--- src/rtl/chan_seq_mux.sv ---
// chan_seq_mux: N-channel output sequencer. Advances over enabled channels on a
// strobe (auto) or jumps to a host-selected channel (manual), blanking after switches.
module chan_seq_mux #(
  parameter int N_CH      = 5,
  parameter int DATA_W    = 1,
  parameter int BLANK_CYC = 0
) (
  input  logic                    clk,
  input  logic                    rst,
  input  logic                    mode,
  input  logic                    change_flag,
  input  logic [N_CH-1:0]         en_mask,
  input  logic                    sel_load,
  input  logic [$clog2(N_CH)-1:0] sel_in,
  input  logic [N_CH*DATA_W-1:0]  data_in,
  output logic [DATA_W-1:0]       data_out,
  output logic                    ch_valid,
  output logic [$clog2(N_CH)-1:0] cur_ch,
  output logic                    wrap,
  output logic                    sel_err,
  output logic                    none_en
);
  localparam int CH_W  = $clog2(N_CH);
  localparam int BLK_W = 8;
  localparam logic [BLK_W-1:0] BLANK_LD = BLK_W'(BLANK_CYC);

  logic [CH_W-1:0]   cur_ch_q, cur_ch_d;
  logic [BLK_W-1:0]  blank_q, blank_d;
  logic [DATA_W-1:0] data_q, data_d;
  logic              valid_q, valid_d;
  logic              wrap_q, wrap_d;
  logic              err_q, err_d;

  logic [CH_W-1:0]   nxt_ch;
  logic              nxt_wrap;
  logic              cur_en;
  logic              sel_ok;
  logic              do_switch;
  logic [DATA_W-1:0] cur_data;

  function automatic logic [BLK_W-1:0] dec_sat(input logic [BLK_W-1:0] v);
    return (v == '0) ? '0 : v - BLK_W'(1);
  endfunction

  assign none_en = ~|en_mask;

  // Loops compare against each legal index so an out-of-range sel_in never indexes en_mask.
  always_comb begin
    cur_en   = 1'b0;
    sel_ok   = 1'b0;
    cur_data = '0;
    for (int i = 0; i < N_CH; i++) begin
      if (cur_ch_q == CH_W'(i)) begin
        cur_en   = en_mask[i];
        cur_data = data_in[i*DATA_W +: DATA_W];
      end
      if (sel_in == CH_W'(i)) sel_ok = en_mask[i];
    end
  end

  // Lowest enabled index overall, overridden by the lowest enabled index above cur_ch.
  always_comb begin
    nxt_ch   = '0;
    nxt_wrap = 1'b1;
    for (int i = N_CH - 1; i >= 0; i--) begin
      if (en_mask[i]) nxt_ch = CH_W'(i);
    end
    for (int i = N_CH - 1; i >= 0; i--) begin
      if (en_mask[i] && (CH_W'(i) > cur_ch_q)) begin
        nxt_ch   = CH_W'(i);
        nxt_wrap = 1'b0;
      end
    end
  end

  always_comb begin
    cur_ch_d  = cur_ch_q;
    do_switch = 1'b0;
    wrap_d    = 1'b0;
    err_d     = 1'b0;
    if (!none_en) begin
      if (!cur_en) begin
        cur_ch_d  = nxt_ch;
        do_switch = 1'b1;
        wrap_d    = nxt_wrap;
      end else if (!mode && change_flag) begin
        cur_ch_d  = nxt_ch;
        do_switch = 1'b1;
        wrap_d    = nxt_wrap;
      end else if (mode && sel_load) begin
        if (sel_ok) begin
          cur_ch_d  = sel_in;
          do_switch = 1'b1;
        end else begin
          err_d = 1'b1;
        end
      end
    end
    blank_d = do_switch ? BLANK_LD : dec_sat(blank_q);
    valid_d = (blank_q == '0) && !none_en;
    data_d  = valid_d ? cur_data : '0;
  end

  // Output register stage
  always_ff @(posedge clk or posedge rst) begin
    if (rst) begin
      cur_ch_q <= '0;
      blank_q  <= '0;
      data_q   <= '0;
      valid_q  <= 1'b0;
      wrap_q   <= 1'b0;
      err_q    <= 1'b0;
    end else begin
      cur_ch_q <= cur_ch_d;
      blank_q  <= blank_d;
      data_q   <= data_d;
      valid_q  <= valid_d;
      wrap_q   <= wrap_d;
      err_q    <= err_d;
    end
  end

  assign cur_ch   = cur_ch_q;
  assign data_out = data_q;
  assign ch_valid = valid_q;
  assign wrap     = wrap_q;
  assign sel_err  = err_q;

endmodule
--- config.mk ---
export PLATFORM = sky130hd
export DESIGN_NAME = chan_seq_mux
export DESIGN_NICKNAME = d
export VERILOG_FILES = /design/src/rtl/chan_seq_mux.sv
export SDC_FILE = /design/constraint.sdc
export NUM_CORES = 1
export LEC_CHECK = 0
export BUFFER_PORTS_ARGS = -buffer_cell sky130_fd_sc_hd__buf_2
export CORE_ASPECT_RATIO = 1.5
export CORE_UTILIZATION = 30
export DETAILED_ROUTE_END_ITERATION = 8
export PLACE_DENSITY = 0.48
export REMOVE_ABC_BUFFERS = 1
export SETUP_SLACK_MARGIN = 0.3
export SYNTH_ARGS = -nofsm -noshare
export SYNTH_HDL_FRONTEND = slang
export SYNTH_SLANG_ARGS = --single-unit
--- constraint.sdc ---
create_clock -name clk -period 2.7 [get_ports clk]
set_clock_uncertainty 0.2 [all_clocks]
set_input_delay 0.135 -clock clk [delete_from_list [all_inputs] [get_ports clk]]
set_output_delay 0.135 -clock clk [all_outputs]
set_load 0.005 [all_outputs]
==> flow_summary_export.csv <==
group,metric,value,unit
yosys,post_synth_main_area_contributors,"sky130_fd_sc_hd__dfrtp_1 (37%), sky130_fd_sc_hd__nor3_1 (4.4%), sky130_fd_sc_hd__nor2_1 (4.4%), sky130_fd_sc_hd__xnor2_1 (4.3%), sky130_fd_sc_hd__mux2i_1 (3.9%)",
yosys,synth_edf_count,0,
setup_path,cp_data_required_time,2.64,ns
yosys,post-synth-top-area-fraction,0.369,
sta,drv_slew,0,
setup_path,crit_path_max_fanout,12,
sta,setup_total_negative_slack,0,ns
die,dieHeight,73.3,microns
route,route.detailed.drc,0,
setup_path,worst_path_largest_cell_delay,0.59,ns
setup_path,startpoint_type,"flop",
worst_hold_path,hold_class,"input pin to flop",
setup_path,timing.rr.start,"cur_ch[1]",
cells_and_area,antenna-diode-count,0,
power_and_ir_drop,power.net_switching,328,uW
cells_and_area,layoutNonFillerInstCount,177,
cells_and_area,final_core_util,0.393,
clocking,clockRootBuffer,"sky130_fd_sc_hd__clkbuf_8",
global_routing,grt_max_degree,16,
place,hpwl,1.90,mm
clocking,cts.clk_slew.worst_paths,0.06,ns
power_and_ir_drop,seqPwrFrac,0.393,
yosys,dominant_cell_by_count_in_the_synthesized_netlist,"sky130_fd_sc_hd__dfrtp_1",
route,route.antenna.remaining_nets,0,
yosys,synth_top_area_cell,"sky130_fd_sc_hd__dfrtp_1",
sta,timing.final.crit_period,2.11,ns
yosys,synth_flop_cell,"sky130_fd_sc_hd__dfrtp_1",
run_status,outcome,"complete, no violations",
clocking,clock_insertion_delay_worst_skew,0.25,ns
cells_and_area,syn_to_final_growth,23.3,%
power_and_ir_drop,clock_share_of_power,0.205,
worst_hold_path,worst_hold_startpoint,"mode",
die,number_of_ports_placed_on_the_die_boundary,26,
power_and_ir_drop,intPower,546,uW
route,routedWlPerCell,14.0,microns
yosys,synth.lib_cells_used.distinct,40,
global_routing,residual_overflow_from_global_routing,0,
clocking,postCtsSetupRepairBufs,0,
global_routing,first_pass_grt_wire_length,3.91,mm
setup_path,crit_slowest_cell,"sky130_fd_sc_hd__dfrtp_1",
die,design.core.area,3190,sq um
global_routing,grt_pass1_vias,896,
job,cap_violations,0,
clocking,cts_tree,"yes",
sta,maxClockFrequency,0.473,GHz
clocking,htree_num_levels,1,
place,io_buffer_count,25,
power_and_ir_drop,p_leak,0.607,nW
setup_path,setup.worst_path.start,"cur_ch[1]",
yosys,share_of_flip_flops_with_an_asynchronous_set_or_reset_after_synthesis,1.00,
clocking,numCtsBuffers,3,
sta,hold_violations,0,
cells_and_area,final_layout_size_suffix_gt1_frac,0.285,
sta,timing.max_slew.rel_slack,0.621,
yosys,synth_sequential_area_ratio,0.369,
yosys,synth.cells.most_frequent,"sky130_fd_sc_hd__dfrtp_1 (15), sky130_fd_sc_hd__nor2_1 (12), sky130_fd_sc_hd__inv_1 (9), sky130_fd_sc_hd__nor3_1 (9), sky130_fd_sc_hd__xnor2_1 (5)",
setup_path,setup.worst_path.end_class,"flop",
global_routing,grt_antenna_before_repair,0,
sta,rsz_0062_raised_after_global_routing,"false",
yosys,synth.ff_latch_count,15,
sta,finalSetupViolations,0,
clocking,clock-sinks,15,
setup_path,crit_path_cell_trace,"mux2i_1 -> nor3_1 -> a2111o_2 -> o21bai_1 -> o221a_1",
place,placed_cells,170,
die,floorplan.die_area,3630,sq um
power_and_ir_drop,switching_share,0.375,
die,starting_density_of_the_core,0.318,
power_and_ir_drop,pwr_density_cell,698,nW/um^2
route,drt_first_iter_violations,11,
route,detail_route.first_pass.iterations,4,
power_and_ir_drop,vdd.ir_drop.worst,0.000280,V
sta,fin_hold_ws,0.0143,ns
cells_and_area,number_of_nets_in_the_layout,158,
sta,tightest_slew,0.568,ns
clocking,cts-root-to-sink-buffers,2,
route,routed-via-count,894,
setup_path,worstSetupPathType,"flop to flop",
route,totalWireLength,2.47,mm
yosys,syn_inst,108,
route,detail_route.vias_per_cell,5.05,
yosys,synth.avg_cell_area,9.41,sq um
global_routing,grt_use_total,0.146,
die,num_rows,25,
setup_path,worst_ep_arrival_time,2.05,ns
power_and_ir_drop,pwr-share-comb,0.402,
setup_path,cpLargestDelayFamily,"compound AO/OA/AOI/OAI gates",
sta,period_share,0.782,
setup_path,sum_of_buffers_and_inverters_on_the_critical_path,0,
place,gp_congestion,0.821,
yosys,post_synth_instance_area,1020,sq um
die,chipWidth,49.5,microns
yosys,synth-warning-count,0,
flip-flops by register name (all words and copies together), names as in the netlist:
signal,count
cur_ch,3
sel_err,1
ch_valid,1
wrap,1
blank_q,8
data_out,1
cell type report:
| class | count | area [sq um] |
|---|---|---|
| clock buffers | 3 | 41.3 |
| clock inverters | 1 | 5.00 |
| fillers | 338 | 1940 |
| inverters | 9 | 33.8 |
| multi-input cells | 81 | 592 |
| flip-flops and latches | 15 | 375 |
| well taps | 40 | 50.0 |
| repair buffers | 28 | 155 |
routing by layer:
| layer | track usage | up-vias | part of all wire |
|---|---|---|---|
| li1 | - | 445 | - |
| met1 | 0.151 | 423 | 0.40 |
| met2 | 0.271 | 24 | 0.56 |
| met3 | 0.0248 | 2 | 0.030 |
| met4 | 0.0889 | 0 | 0.0057 |
| met5 | 0 | - | 0 |
kinds of logic after synthesis:
family                     count (synthesis)  synth area share
and+or+nand+nor                           47             0.278
AOI/OAI and AO/OA                         21             0.166
DFF                                       15             0.369
buffers and inverters                     12            0.0480
xor gates and xnor gates                   6            0.0517
muxes                                      5            0.0616
adders and majority gates                  2            0.0246
power by group through the flow:
stage | registers, mW | clock network, mW | logic, mW
after floorplan | 0.332 | 0 | 0.239
after global placement | 0.342 | 0 | 0.347
after detailed placement | 0.345 | 0 | 0.350
after CTS | 0.341 | 0.187 | 0.354
after global routing | 0.350 | 0.192 | 0.384
final | 0.344 | 0.179 | 0.351
per-stage QoR:
| step | total power [mW] | setup slack [ns] | area, sq um |
|---|---|---|---|
| floorplan | 0.570 | 0.752 | 1000 |
| global placement | 0.689 | 0.672 | 1180 |
| detailed placement | 0.695 | 0.596 | 1180 |
| CTS | 0.882 | 0.598 | 1250 |
| global route | 0.926 | 0.513 | 1250 |
| finish | 0.874 | 0.588 | 1250 |
path summary, 6_finish.rpt:
| path | endpoint | slack [ns] | cells past startpoint |
|---|---|---|---|
| worst max-delay path | cur_ch[2] | 0.59 | 5 |
| worst min-delay path | sel_err | 0.01 | 3 |
| worst max register to register | cur_ch[2] | 0.59 | 5 |
| worst min register to register | blank_q[0] | 0.32 | 1 |
| max in group asynchronous | data_out | 1.64 | 3 |
| min in group asynchronous | cur_ch[2] | 0.29 | 3 |
worst min-delay path: cells and delay by family:
family	cells	cell delay [ns]
compound gates	1	0.09
simple gates	1	0.06
buf+inv	1	0.13
cells in the final DEF, fill, tap and decap left out, drive strengths merged:
cell,n
buf,25
dfrtp,15
nor2,13
inv,9
nor3,9
xnor2,5
nand2,5
mux2i,4
o21ai,4
nand2b,3
nor2b,3
a21oi,3
clkbuf,3
dlygate4sd3,3
nor4,2
or4,2
or2b,2
o221ai,2
o21bai,2
o221a,2
ha,2
o211ai,2
nand3,2
a2111o,1
nand3b,1
o211a,1
or3,1
a211oi,1
and3,1
o32ai,1
a2bb2o,1
or4b,1
nor4b,1
xor2,1
mux4,1
nor3b,1
a21bo,1
clkinv,1
timing repair:
action                                 CTS  global route
resized for setup                        0             0
endpoints found under the hold margin   17             0
hold buffers                             3             0
Power figures use the tool's default switching activity.
